### src/rtl/alu_op_sequencer_if.sv
// Request/response handshake plus the shared-ALU control/operand bundle.
// The sequencer takes the slave modport; requester, consumer and ALU sit behind master.
interface alu_op_sequencer_if #(
    parameter int XLEN = 32
);
    logic            req_valid;
    logic            req_ready;
    logic [3:0]      req_op;
    logic [XLEN-1:0] req_a;
    logic [XLEN-1:0] req_b;

    logic            rsp_valid;
    logic            rsp_ready;
    logic [XLEN-1:0] rsp_result;
    logic            rsp_taken;

    logic [XLEN-1:0] alu_in1;
    logic [XLEN-1:0] alu_in2;
    logic [4:0]      alu_funct_select;
    logic [XLEN-1:0] alu_out;
    logic            alu_z;

    modport slave (
        input  req_valid, req_op, req_a, req_b, rsp_ready, alu_out, alu_z,
        output req_ready, rsp_valid, rsp_result, rsp_taken,
               alu_in1, alu_in2, alu_funct_select
    );

    modport master (
        output req_valid, req_op, req_a, req_b, rsp_ready, alu_out, alu_z,
        input  req_ready, rsp_valid, rsp_result, rsp_taken,
               alu_in1, alu_in2, alu_funct_select
    );
endinterface

### src/rtl/alu_op_sequencer.sv
// Multi-cycle RV32I op sequencer driving a shared shifter-less ALU; one op in flight.
// Latency 2 (non-shift), 1 (shamt 0), 1+shamt (shift); response held in DONE until rsp_ready.
module alu_op_sequencer #(
    parameter int XLEN    = 32,
    parameter int SHAMT_W = 5
) (
    input  logic              clk,
    input  logic              rst,
    alu_op_sequencer_if.slave bus
);

    typedef enum logic [1:0] {IDLE, EXEC, SHIFT, DONE} state_t;

    typedef enum logic [3:0] {
        OP_ADD, OP_SUB, OP_XOR, OP_OR, OP_AND, OP_SLTU, OP_SLT, OP_SLL,
        OP_SRL, OP_SRA, OP_BEQ, OP_BNE, OP_BLT, OP_BGE, OP_BLTU, OP_BGEU
    } op_t;

    typedef struct packed {
        op_t             op;
        logic [XLEN-1:0] a;
        logic [XLEN-1:0] b;
    } req_t;

    function automatic logic [4:0] exec_sel(input op_t op);
        case (op)
            OP_SUB, OP_BEQ, OP_BNE:     exec_sel = 5'b10000;
            OP_XOR:                     exec_sel = 5'b00001;
            OP_OR:                      exec_sel = 5'b00010;
            OP_AND:                     exec_sel = 5'b00011;
            OP_SLTU, OP_BLTU, OP_BGEU:  exec_sel = 5'b00100;
            OP_SLT, OP_BLT, OP_BGE:     exec_sel = 5'b00101;
            default:                    exec_sel = 5'b00000;
        endcase
    endfunction

    function automatic logic is_shift(input op_t op);
        is_shift = (op == OP_SLL) || (op == OP_SRL) || (op == OP_SRA);
    endfunction

    state_t               state_q;
    req_t                 req_q;
    logic [XLEN-1:0]      acc_q;
    logic [SHAMT_W-1:0]   cnt_q;
    logic                 rsp_valid_q;
    logic [XLEN-1:0]      rsp_result_q;
    logic                 rsp_taken_q;

    logic [XLEN-1:0]      acc_d;
    logic                 taken_d;
    logic [XLEN-1:0]      exec_result_d;
    logic [XLEN-1:0]      alu_in1_d;
    logic [XLEN-1:0]      alu_in2_d;
    logic [4:0]           alu_sel_d;
    op_t                  req_op_in;
    logic [SHAMT_W-1:0]   req_shamt;

    assign req_op_in = op_t'(bus.req_op);
    assign req_shamt = bus.req_b[SHAMT_W-1:0];

    // ALU is only steered in EXEC and SLL steps; forced idle while reset is held.
    always_comb begin
        alu_in1_d = '0;
        alu_in2_d = '0;
        alu_sel_d = 5'b00000;
        if (!rst) begin
            case (state_q)
                EXEC: begin
                    alu_in1_d = req_q.a;
                    alu_in2_d = req_q.b;
                    alu_sel_d = exec_sel(req_q.op);
                end
                SHIFT: begin
                    if (req_q.op == OP_SLL) begin
                        alu_in1_d = acc_q;
                        alu_in2_d = acc_q;
                    end
                end
                default: ;
            endcase
        end
    end

    always_comb begin
        case (req_q.op)
            OP_SLL:  acc_d = bus.alu_out;
            OP_SRA:  acc_d = {acc_q[XLEN-1], acc_q[XLEN-1:1]};
            default: acc_d = {1'b0, acc_q[XLEN-1:1]};
        endcase
    end

    // Less-than compares arrive as bit 0 of the SLT/SLTU result; equality uses the zero flag.
    always_comb begin
        case (req_q.op)
            OP_BEQ:           taken_d = bus.alu_z;
            OP_BNE:           taken_d = !bus.alu_z;
            OP_BLT, OP_BLTU:  taken_d = bus.alu_out[0];
            OP_BGE, OP_BGEU:  taken_d = !bus.alu_out[0];
            default:          taken_d = 1'b0;
        endcase
        exec_result_d = (req_q.op >= OP_BEQ) ? {{(XLEN-1){1'b0}}, taken_d} : bus.alu_out;
    end

    always_ff @(posedge clk) begin
        if (rst) begin
            state_q      <= IDLE;
            req_q        <= '0;
            acc_q        <= '0;
            cnt_q        <= '0;
            rsp_valid_q  <= 1'b0;
            rsp_result_q <= '0;
            rsp_taken_q  <= 1'b0;
        end else begin
            case (state_q)
                IDLE: begin
                    if (bus.req_valid) begin
                        req_q.op <= req_op_in;
                        req_q.a  <= bus.req_a;
                        req_q.b  <= bus.req_b;
                        cnt_q    <= req_shamt;
                        if (!is_shift(req_op_in)) begin
                            state_q <= EXEC;
                        end else if (req_shamt == '0) begin
                            rsp_valid_q  <= 1'b1;
                            rsp_result_q <= bus.req_a;
                            rsp_taken_q  <= 1'b0;
                            state_q      <= DONE;
                        end else begin
                            acc_q   <= bus.req_a;
                            state_q <= SHIFT;
                        end
                    end
                end
                EXEC: begin
                    rsp_valid_q  <= 1'b1;
                    rsp_result_q <= exec_result_d;
                    rsp_taken_q  <= taken_d;
                    state_q      <= DONE;
                end
                SHIFT: begin
                    acc_q <= acc_d;
                    cnt_q <= cnt_q - SHAMT_W'(1);
                    if (cnt_q == SHAMT_W'(1)) begin
                        rsp_valid_q  <= 1'b1;
                        rsp_result_q <= acc_d;
                        rsp_taken_q  <= 1'b0;
                        state_q      <= DONE;
                    end
                end
                DONE: begin
                    if (bus.rsp_ready) begin
                        rsp_valid_q <= 1'b0;
                        state_q     <= IDLE;
                    end
                end
                default: state_q <= IDLE;
            endcase
        end
    end

    assign bus.req_ready        = !rst && (state_q == IDLE);
    assign bus.rsp_valid        = rsp_valid_q;
    assign bus.rsp_result       = rsp_result_q;
    assign bus.rsp_taken        = rsp_taken_q;
    assign bus.alu_in1          = alu_in1_d;
    assign bus.alu_in2          = alu_in2_d;
    assign bus.alu_funct_select = alu_sel_d;

endmodule
### src/flat_wrapper.sv
// flat-port wrapper written by rule: the top's interface ports become plain ports
module alu_op_sequencer_flat 
#(
    parameter int XLEN    = 32,
    parameter int SHAMT_W = 5
)
  (clk, rst, bus_req_valid, bus_req_op, bus_req_a, bus_req_b, bus_rsp_ready, bus_alu_out, bus_alu_z, bus_req_ready, bus_rsp_valid, bus_rsp_result, bus_rsp_taken, bus_alu_in1, bus_alu_in2, bus_alu_funct_select);
  alu_op_sequencer_if #(.XLEN(XLEN)) bus_i ();
  input  logic clk;
  input  logic rst;
  input wire logic [$bits(bus_i.req_valid)-1:0] bus_req_valid;
  input wire logic [$bits(bus_i.req_op)-1:0] bus_req_op;
  input wire logic [$bits(bus_i.req_a)-1:0] bus_req_a;
  input wire logic [$bits(bus_i.req_b)-1:0] bus_req_b;
  input wire logic [$bits(bus_i.rsp_ready)-1:0] bus_rsp_ready;
  input wire logic [$bits(bus_i.alu_out)-1:0] bus_alu_out;
  input wire logic [$bits(bus_i.alu_z)-1:0] bus_alu_z;
  output wire logic [$bits(bus_i.req_ready)-1:0] bus_req_ready;
  output wire logic [$bits(bus_i.rsp_valid)-1:0] bus_rsp_valid;
  output wire logic [$bits(bus_i.rsp_result)-1:0] bus_rsp_result;
  output wire logic [$bits(bus_i.rsp_taken)-1:0] bus_rsp_taken;
  output wire logic [$bits(bus_i.alu_in1)-1:0] bus_alu_in1;
  output wire logic [$bits(bus_i.alu_in2)-1:0] bus_alu_in2;
  output wire logic [$bits(bus_i.alu_funct_select)-1:0] bus_alu_funct_select;
  assign bus_i.req_valid = bus_req_valid;
  assign bus_i.req_op = bus_req_op;
  assign bus_i.req_a = bus_req_a;
  assign bus_i.req_b = bus_req_b;
  assign bus_i.rsp_ready = bus_rsp_ready;
  assign bus_i.alu_out = bus_alu_out;
  assign bus_i.alu_z = bus_alu_z;
  assign bus_req_ready = bus_i.req_ready;
  assign bus_rsp_valid = bus_i.rsp_valid;
  assign bus_rsp_result = bus_i.rsp_result;
  assign bus_rsp_taken = bus_i.rsp_taken;
  assign bus_alu_in1 = bus_i.alu_in1;
  assign bus_alu_in2 = bus_i.alu_in2;
  assign bus_alu_funct_select = bus_i.alu_funct_select;
  alu_op_sequencer #(.XLEN(XLEN), .SHAMT_W(SHAMT_W)) u_core (.clk(clk), .rst(rst), .bus(bus_i));
endmodule
### config.mk
export PLATFORM = sky130hd
export DESIGN_NAME = alu_op_sequencer_flat
export DESIGN_NICKNAME = d
export VERILOG_FILES = /design/src/rtl/alu_op_sequencer_if.sv /design/src/rtl/alu_op_sequencer.sv /design/src/flat_wrapper.sv
export SDC_FILE = /design/constraint.sdc
export NUM_CORES = 1
export LEC_CHECK = 0
export BUFFER_PORTS_ARGS = -buffer_cell sky130_fd_sc_hd__buf_2
export CORE_ASPECT_RATIO = 0.5
export CORE_UTILIZATION = 50
export CTS_CLUSTER_DIAMETER = 200
export CTS_CLUSTER_SIZE = 30
export DETAILED_ROUTE_END_ITERATION = 8
export PLACE_DENSITY_LB_ADDON = 0.05
export SLEW_MARGIN = 20
export SYNTH_ARGS = -nofsm -noshare
export SYNTH_HDL_FRONTEND = slang
export SYNTH_SLANG_ARGS = --single-unit
### constraint.sdc
create_clock -name clk -period 5.7 [get_ports clk]
set_input_delay 0.57 -clock clk [delete_from_list [all_inputs] [get_ports clk]]
set_output_delay 0.57 -clock clk [all_outputs]
set_load 0.05 [all_outputs]
# Word level (Yosys, flattened, before mapping)
# Memory sizes are Yosys's and may differ from the RTL's. A register that Yosys moved wholly into a read port is not among the register bits.
# Cells that the tools add are included.
# word_totals
output_inout_bits,104
rom_bits,64
regBits,141
n_memories,1
in_bits,105
# op_classes
order_cmp,1
reduce_logical,18
add_sub_neg,1
muxes,40
n_eq_ne,21
# mem_list
memory,words,word_bits,read_ports,rd_ports_with_merged_regs,write_ports,line_no,source
(no name shown),16,4,1,1,0,alu_op_sequencer.sv:26,case (op)
# ops
cell,count
$mux W32,11
$pmux W32 S2,4
$pmux W32 S3,1
$eq A4 B4 Y1 const B,9
$mux W5,3
$mux W1,10
$pmux W5 S2,1
$reduce_and A5 Y1,2
$eq A4 B3 Y1 const B,2
$mux W2,4
$mux W4,2
$pmux W1 S4,2
$pmux W2 S4,1
$ne A2 B1 Y1 const B,3
$ne A2 B2 Y1 const B,3
$eq A5 B1 Y1 const B,1
$logic_not A5 Y1,1
$sub A5 B1 Y5 const B,1
$eq A2 B2 Y1 const B,2
$ge A4 B4 Y1 const B,1
$reduce_and A2 Y1,2
$reduce_and A4 Y1,1
$reduce_or A2 Y1,2
$logic_not A1 Y1,3
8 further kinds,9

# Depth between registers and ports, before layout
# logic_depth
depth_word,6
ltp_mapped,11
mapped_depth_nobuf,9

# Worst setup path after synthesis
# No wires, ideal clock.
# synth_timing
kind,flip-flop to output port
from,register u_core.state_q[0]
to,output bus_alu_in1[18]
slack_ps,3045
required_ps,5130
stages_incl_launch_ff,9
arrival_time_ps,2085
path_cell_list,dfxtp_1 inv_1 ha_1 buf_2 inv_1 nor2_1 buf_2 nand2_1 a21oi_1
# synth_via
elab_chain_len,3
# synth_lines
item,line_no,source
start: declaration,alu_op_sequencer.sv:41,state_t state_q;
start signal: assignment,alu_op_sequencer.sv:106,state_q <= IDLE;
start signal: assignment,alu_op_sequencer.sv:122,state_q <= EXEC;
start signal: assignment,alu_op_sequencer.sv:127,state_q <= DONE;
$eq A2 B2 Y1 or $eq A2 B1 Y1 (tied branches),alu_op_sequencer.sv:67,case (state_q)
$pmux W32 S2 (*),alu_op_sequencer.sv:67,
$mux W32 (*),alu_op_sequencer.sv:66,if (!rst) begin
end: declaration,flat_wrapper.sv:22,output wire logic [$bits(bus_i.alu_in1)-1:0] bus_alu_in1;
# Mark *: on every way between the ends. The rest lies on a longest branch, timed or not.

# Worst setup path after layout
# layout_timing
from,register u_core.state_q[0]
to,output bus_alu_in1[31]
# Same word-level chain as after synthesis.

==> metrics.txt <==
fmax=240 MHz; clock slew seen by the registers of the worst setup and hold paths=70 ps; gr busiest metal=met2; final setup vio count=0; Register-to-Register Path Depth=8; clock power share=24.3%; combinational power share=45.6%; Post-Synthesis Cell Area=7680 um2; skew final=13.4 ps; leak pwr=3.54 nW; htree depth=4; vias in the first global route=7374; clk sinks=145; CTS Buffer Depth=2; Clock Latency Late Sink=420 ps; Starting Density=52.1%; via/cell ratio=5.78; Slew headroom=25.4%; GRT overflow=0; PostCTS Resize Cnt=0; filler cell count=1400; EDFF count, synth=0; Tmin final=4170 ps; Post-CTS Hold Fix Bufs=0; CP required=5130 ps; Die H=89.6 um; period utilization=73.2%; Worst setup EP type=primary output; commonest non-fill, non-tap cell in the layout=nand2_1; Hold Startpoint=bus_req_b[18]; cells along the critical path=inv_1 > ha_2 > buf_4 > inv_1 > buf_4 > nor2_4 > nand2_1 > a21oi_1 > buf_2; count of cell types in the netlist=52; most frequent cells in the layout=355 x nand2_1, 206 x buf_2, 193 x a21oi_1, 145 x dfxtp_1, 27 x nor2_1; CTS tree=built; 1st-pass router iterations=5; crit path kind=reg -> out; ys flop type=dfxtp_1; die width=177 um; met1 Resource Use GR=43.0%; Worst Tran Pin Value=1120 ps; Yosys reg bits=145; Vias=8132; Ports=209; WL final=25.5 mm; final slew viol count=0; Final Hold Viols=0; # Post-CTS Setup Buffers=0; Post-synth ARST share=0%; CP arrival=3600 ps; TNS Setup=0 ps; Iteration-0 DRC Markers=811; status=completed; sequential power share=30.1%; Num CTS Buffers=17; Reg-to-Reg End=u_core.bus.rsp_result[18]; largest net degree at the start of global routing=76; dpl hpwl=16.7 mm; delay of the slowest critical-path stage=820 ps; RR Startpoint=u_core.state_q[1]; Critical Path Slowest Stage Cell=nor2_4; Area Overhead vs Synth=21.1%; initial antenna violation count=2; syn nets=1161; hold path depth=3; gpl congestion=0.865; first-pass GRT wire length=38.9 mm; crit-path max FO=55; Power Dens Cells=532 nW/um2; dominant cells by area after synthesis=dfxtp_1 38%, nand2_1 17%, a21oi_1 13%, o221ai_2 3.7%, a21oi_2 2.4%; Internal Pwr Total=2.65 mW; die area=15900 um2; area leader, netlist=dfxtp_1; mean post-synth cell area=7.34 um2; peak supply drop=0.000323 V; post-synthesis sequential area ratio=37.8%; Mapped Cells=1046; DR WL/cell=18.1 um; all-layer global routing usage=31.7%; port bufs=207; Nets=1311; share of cells above drive strength 1=27.0%; # rows=31; RSZ-0062 raised after global routing=false; sw power=2.30 mW; Setup crit start kind=flip-flop; Min-Delay Path Class=in -> reg; M3 GR Usage=7.24%; Hold EP=u_core.req_q[18]; placed insts=1375; Crit path max-delay family=buffers and inverters; CP Buf/Inv Count=5; Clk Tree Root Cell=clkbuf_16; Final Non-Filler Cells=1408; Max-Cap Viols=0; reg-to-reg slack, setup=2240 ps; Core ar.=14700 um2; ANT nets after route=0; sw frac=46.5%; Post-route DRC=0; met2 usage=50.6%; area share of the largest cell type after synthesis=37.8%; yosys warns=0
through the flow:
step	cell area [um2]	total power, mW	setup WS [ps]	utilization, %	hold slack, ps
after floorplan	7680	3.21	3050	-	432
after global placement	8640	3.66	2060	58.6	442
after detailed placement	8670	3.73	2080	58.8	447
after CTS	9300	4.93	1630	63.1	375
after global routing	9300	5.20	1350	63.1	373
final	9300	4.95	1530	63.1	382
synthesized netlist by cell type (all sizes together) (5+ instances only):
| master | count |
|---|---|
| a211oi | 15 |
| a21o | 20 |
| a21oi | 215 |
| a222oi | 10 |
| and2 | 5 |
| buf | 42 |
| clkbuf | 48 |
| dfxtp | 145 |
| ha | 10 |
| inv | 10 |
| nand2 | 356 |
| nand3 | 13 |
| nor2 | 36 |
| nor2b | 22 |
| o211ai | 15 |
| o21ai | 24 |
| o221ai | 20 |
power by group through the flow:
stage	registers, mW	clock network, mW	logic (mW)
3_3_place_gp	1.49	0	2.17
6_report	1.49	1.20	2.26
2_1_floorplan	1.75	0	1.46
5_1_grt	1.51	1.25	2.43
3_5_place_dp	1.50	0	2.23
4_1_cts	1.48	1.21	2.24
worst register-to-register path, cell delays in order (launching register included):
cell      delay (ps)
dfxtp_1          330
inv_1            110
ha_1             380
and2_4           810
o2111a_2         400
o21a_2           470
buf_4            520
nor2_1           100
a311oi_2         240
layer usage:
metal  wire (um)  vias to the layer above
met2       11200                      369
met5          11                        -
met4         290                        2
met1       11700                     3854
li1            -                     3877
met3        2260                       30
layout make-up:
cell class	count	area [um2]	area share, %
Inverter	10	37.5	0.404
Clock inverter	13	171	1.84
Sequential cell	145	2900	31.2
Multi-Input combinational cell	801	4320	46.5
Tap cell	198	248	2.66
Clock buffer	19	453	4.87
Timing Repair Buffer	221	1160	12.5
Antenna cell	1	2.50	0.0269
worst max path at each step:
stage,slack (ps),start,depth (start not counted),to
6_report,1530,u_core.state_q[0],9,bus_alu_in1[31]
4_1_cts,1630,u_core.state_q[0],9,bus_alu_in1[31]
2_1_floorplan,3050,u_core.state_q[0],8,bus_alu_in1[18]
3_5_place_dp,2080,u_core.state_q[0],9,bus_alu_in1[31]
5_1_grt,1350,u_core.state_q[0],9,bus_alu_in2[28]
3_3_place_gp,2060,u_core.state_q[0],9,bus_alu_in1[31]
registers in the layout (all words and copies together), names as in the netlist, named ones only:
| signal | cells |
|---|---|
| u_core.bus.rsp_taken | 1 |
| u_core.cnt_q | 5 |
| u_core.bus.rsp_valid | 1 |
| u_core.req_q | 68 |
| u_core.state_q | 2 |
| u_core.acc_q | 32 |
| u_core.bus.rsp_result | 32 |
cells by family (layout without fill, tap and decap cells):
| logic type | after synthesis | in the layout | share of synthesized area [%] |
|---|---|---|---|
| AOI/OAI and AO/OA | 338 | 338 | 29.7 |
| adders and majority gates | 10 | 10 | 1.63 |
| buffers and inverters | 100 | 263 | 6.21 |
| DFF | 145 | 145 | 37.8 |
| muxes | 5 | 5 | 0.668 |
| other | 1 | 2 | 0.0488 |
| and+or+nand+nor | 447 | 447 | 24.0 |
(Power assumes the default switching activity.)
